`src/rtl/cond_logic_pkg.sv`:
```
// Shared definitions for the conditional-execution unit: condition codes,
// NZCV flag bit positions and a small flag-unpacking helper.
package cond_logic_pkg;

  typedef enum logic [3:0] {
    COND_EQ = 4'b0000,
    COND_NE = 4'b0001,
    COND_CS = 4'b0010,
    COND_CC = 4'b0011,
    COND_MI = 4'b0100,
    COND_PL = 4'b0101,
    COND_VS = 4'b0110,
    COND_VC = 4'b0111,
    COND_HI = 4'b1000,
    COND_LS = 4'b1001,
    COND_GE = 4'b1010,
    COND_LT = 4'b1011,
    COND_GT = 4'b1100,
    COND_LE = 4'b1101,
    COND_AL = 4'b1110,
    COND_NV = 4'b1111
  } cond_e;

  localparam int FLAG_N = 3;
  localparam int FLAG_Z = 2;
  localparam int FLAG_C = 1;
  localparam int FLAG_V = 0;

  localparam int FLAG_W_NZ = 1;
  localparam int FLAG_W_CV = 0;

  typedef struct packed {
    logic n;
    logic z;
    logic c;
    logic v;
  } flags_t;

  function automatic flags_t unpack_flags(input logic [3:0] raw);
    flags_t f;
    f.n = raw[FLAG_N];
    f.z = raw[FLAG_Z];
    f.c = raw[FLAG_C];
    f.v = raw[FLAG_V];
    return f;
  endfunction

endpackage

```
`src/rtl/cond_logic_cond_check.sv`:
```
// Evaluates a 4-bit condition field against stored NZCV flags.
module cond_check
  import cond_logic_pkg::*;
(
  input  logic [3:0] Cond,
  input  logic [3:0] Flags,
  output logic       CondEx
);

  flags_t f;
  logic   ge;

  assign f  = unpack_flags(Flags);
  assign ge = (f.n == f.v);

  // NV (and anything unexpected) resolves to a hard 0 so no X leaks to the gates.
  always_comb begin
    CondEx = 1'b0;
    case (cond_e'(Cond))
      COND_EQ: CondEx = f.z;
      COND_NE: CondEx = ~f.z;
      COND_CS: CondEx = f.c;
      COND_CC: CondEx = ~f.c;
      COND_MI: CondEx = f.n;
      COND_PL: CondEx = ~f.n;
      COND_VS: CondEx = f.v;
      COND_VC: CondEx = ~f.v;
      COND_HI: CondEx = f.c & ~f.z;
      COND_LS: CondEx = ~f.c | f.z;
      COND_GE: CondEx = ge;
      COND_LT: CondEx = ~ge;
      COND_GT: CondEx = ~f.z & ge;
      COND_LE: CondEx = f.z | ~ge;
      COND_AL: CondEx = 1'b1;
      default: CondEx = 1'b0;
    endcase
  end

endmodule

```
`src/rtl/flopenr.sv`:
```
// Generic enabled register with synchronous active-high reset.
module flopenr #(
  parameter int WIDTH = 8
) (
  input  logic             clk,
  input  logic             reset,
  input  logic             en,
  input  logic [WIDTH-1:0] d,
  output logic [WIDTH-1:0] q
);

  logic [WIDTH-1:0] q_d;
  logic [WIDTH-1:0] q_q;

  always_comb begin
    q_d = q_q;
    if (en) begin
      q_d = d;
    end
  end

  // Reset wins over the enable so a cleared register never picks up stale data.
  always_ff @(posedge clk) begin
    if (reset) begin
      q_q <= '0;
    end else begin
      q_q <= q_d;
    end
  end

  assign q = q_q;

endmodule

```
`src/rtl/cond_logic.sv`:
```
// Conditional-execution unit: holds NZCV and gates PC/register/memory writes
// and its own flag updates with the evaluated condition.
module cond_logic
  import cond_logic_pkg::*;
(
  input  logic       clk,
  input  logic       reset,
  input  logic [3:0] Cond,
  input  logic [3:0] ALUFlags,
  input  logic [1:0] FlagW,
  input  logic       PCS,
  input  logic       RegW,
  input  logic       MemW,
  output logic       PCSrc,
  output logic       RegWrite,
  output logic       MemWrite
);

  logic       cond_ex;
  logic [1:0] flag_write;
  logic [1:0] nz_q;
  logic [1:0] cv_q;
  logic [3:0] flags;

  assign flags = {nz_q, cv_q};

  cond_check u_cond_check (
    .Cond   (Cond),
    .Flags  (flags),
    .CondEx (cond_ex)
  );

  // The executing instruction sees old flags; its own update lands on the next edge.
  always_comb begin
    flag_write = FlagW & {2{cond_ex}};
  end

  flopenr #(.WIDTH(2)) u_nz_reg (
    .clk   (clk),
    .reset (reset),
    .en    (flag_write[FLAG_W_NZ]),
    .d     (ALUFlags[FLAG_N:FLAG_Z]),
    .q     (nz_q)
  );

  flopenr #(.WIDTH(2)) u_cv_reg (
    .clk   (clk),
    .reset (reset),
    .en    (flag_write[FLAG_W_CV]),
    .d     (ALUFlags[FLAG_C:FLAG_V]),
    .q     (cv_q)
  );

  always_comb begin
    PCSrc    = PCS  & cond_ex;
    RegWrite = RegW & cond_ex;
    MemWrite = MemW & cond_ex;
  end

endmodule

```
`config.mk`:
```
export PLATFORM = sky130hd
export DESIGN_NAME = cond_logic
export DESIGN_NICKNAME = d
export VERILOG_FILES = /design/src/rtl/cond_logic_pkg.sv /design/src/rtl/cond_logic_cond_check.sv /design/src/rtl/flopenr.sv /design/src/rtl/cond_logic.sv
export SDC_FILE = /design/constraint.sdc
export NUM_CORES = 1
export LEC_CHECK = 0
export CORE_MARGIN = 10
export CORE_UTILIZATION = 25
export DETAILED_ROUTE_END_ITERATION = 8
export DONT_BUFFER_PORTS = 1
export HOLD_SLACK_MARGIN = 0.02
export PLACE_DENSITY_LB_ADDON = 0.08
export SLEW_MARGIN = 20
export SYNTH_ARGS = -nofsm -noshare
export SYNTH_HDL_FRONTEND = slang
export SYNTH_SLANG_ARGS = --single-unit
```
`constraint.sdc`:
```
create_clock -name clk -period 2.4 [get_ports clk]
set_input_delay 0.24 -clock clk [delete_from_list [all_inputs] [get_ports clk]]
set_output_delay 0.24 -clock clk [all_outputs]
set_load 0.01 [all_outputs]
```
==> flow_summary.ini <==
[outcome]
status = completed

[floorplan]
rows = 15
core_area_um2 = 1730
die_x_um = 62.6
die_h_um = 62.6
dieArea_um2 = 3920
start_util_pct = 26.3
ioPinCount = 18

[clocking]
postCtsSetupBuffers = 0
clk_latency_ps = 230
cts_hold_buf = 0
numCtsBuffers = 3
clock-root-buffer = clkbuf_4
cts.sinks = 4
clkTransAtPathRegs_ps = 40
cts_tree = yes
cts_max_level = 1
post_cts_resized = 0
clock_path_buffers = 2

[synthesis]
yosysSeqAreaShare_pct = 17.6
synth_area_per_cell_um2 = 9.08
synth_area_leaders = dfxtp_1 (18%), nand2b_1 (12%), mux2i_1 (8.8%)
ys_warn_count = 0
yosysTopAreaCell = dfxtp_1
syn_inst = 50
ys_ff_latch = 4
ys_types = 27
synth_nets = 65
synth_top_area_share_pct = 17.6
syn-cell-area_um2 = 454

[detailed_routing]
dr.first_iter.drc_count = 10
routed_wl_um = 1120
detail_route.wl_per_cell_um = 14.8
via_per_inst = 5.01
drtAntennaViolNets = 0
drc_errors = 0
firstDrtPassIters = 3
vias = 381

[cells_and_area]
final_common_cell = nand2b_1
fin_nets = 68
drive_above_1_share_pct = 19.6
regArea_um2 = 80.1
area_growth_pct = 8.26
finalNonFillerCells = 76
final_cell_mix = nand2b_1 (9), mux2i_1 (4), dfxtp_1 (4)
nFillCells = 194
multi_input_area_um2 = 354
n_antenna_cell = 0

[pwr]
p_leak_uw = 0.000180
seqPwrFrac_pct = 35.7
switchingPower_uw = 60.3
cell_internal_pwr_uw = 160
power_frac_comb_pct = 27.8
p_per_area_nw_per_um2 = 449
p_clk_share_pct = 36.6
p_sw_share_pct = 27.3
ir_drop_mv = 0.231

[place]
dp_hpwl_um = 958
portBuffers = 0
dp.cells = 73
globalplace.congestion = 0.721

[timing]
skew_ps = 1.85
finalHoldViolations = 0
fin_crit_sh_pct = 87.2
worst_pin_slew_ps = 364
drv_slew = 0
rsz0062_at_grt = false
final.setup.tns_ps = 0
setup_viol = 0
clock.fmax_mhz = 478
whs_ps = 165
relSlewSlack_pct = 75.6
fin_crit_ps = 2090

[grt]
grt_first_pass_wirelength_um = 1860
grt_pass1_vias = 396
antenna_found_initial = 0
grt_use_total_pct = 5.85
grt_max_degree = 12
globalRouteOverflowTotal = 0

[critical_path]
critPathKind = reg -> out
crit_path_start_kind = register
cp_max_fo = 6
end_kind = primary output
crit_required_ps = 2160
cp.arrival_ps = 1850

[job]
maxCapViolCount = 0

[worst_hold_path]
hold_path_class = in -> reg
[area by class of cell]
cell class / count / share of cell area (%)
clock buffers: 3 / 4.58
well taps: 25 / 6.36
flip-flops and latches: 4 / 16.3
inverters: 1 / 0.763
multi-input cells: 43 / 72.0
[final timing paths]
kind                                     end  cells past startpoint                  startpoint  slack, ps
setup / recovery                    MemWrite                      5  u_nz_reg.q[0]$_SDFFE_PP0P_        310
hold / removal    u_cv_reg.q[1]$_SDFFE_PP0P_                      2                 ALUFlags[1]        170
setup reg to reg  u_cv_reg.q[0]$_SDFFE_PP0P_                      5  u_nz_reg.q[1]$_SDFFE_PP0P_        730
hold reg to reg   u_cv_reg.q[1]$_SDFFE_PP0P_                      2  u_cv_reg.q[1]$_SDFFE_PP0P_        510
[critical path, cell delays in order (launching register included)]
cell and delay (ps):
dfxtp_1 410, or4b_1 450, a31o_1 220, o211ai_1 160
or3_1 190, and2_1 190
[per-layer routing]
metal | track usage, % | share of wire, %
met5 | 0 | 0
met4 | 4.19 | 0
met3 | 3.05 | 10
met2 | 8.85 | 49
met1 | 6.09 | 41
[cells by family after synthesis]
group | Yosys count | share of synthesized area (%)
and+or+nand+nor | 27 | 42.4
muxes | 4 | 8.82
AOI/OAI and AO/OA | 9 | 20.9
xor gates and xnor gates | 3 | 5.79
DFF | 4 | 17.6
buffers and inverters | 3 | 4.41
[metrics by stage]
stage	utilization, %	worst slack [ps]	area (µm²)	total power [µW]
5_1_grt	28.5	224	492	234
2_1_floorplan	-	591	454	137
3_5_place_dp	27.2	517	469	142
3_3_place_gp	27.2	562	469	141
6_report	28.5	307	492	221
4_1_cts	28.5	265	492	228
[registers in the layout (all words and copies together), names as in the netlist]
| name | cells |
|---|---|
| u_cv_reg.q | 2 |
| u_nz_reg.q | 2 |
[synthesized netlist by cell type (all sizes together)]
master,count
a21oi,1
nor3b,2
nand3,2
nand4bb,1
o211ai,1
or3,1
a31o,1
o31ai,2
or4bb,1
o221a,1
nand2b,9
inv,1
buf,2
or2,1
and2,4
xor2,3
a311oi,1
nand3b,1
a31oi,1
dfxtp,4
nand2,2
o21ai,1
mux2i,4
or4b,3
[power by group through the flow]
stage / Clock (µW) / Combinational (µW) / Sequential, µW
after floorplan: 0 / 59.5 / 77.7
after global placement: 0 / 61.5 / 79.5
after detailed placement: 0 / 61.9 / 79.9
after CTS: 87.1 / 62.1 / 78.9
after global routing: 87.2 / 67.2 / 79.9
final: 80.7 / 61.3 / 78.7
(Power assumes the default switching activity.)
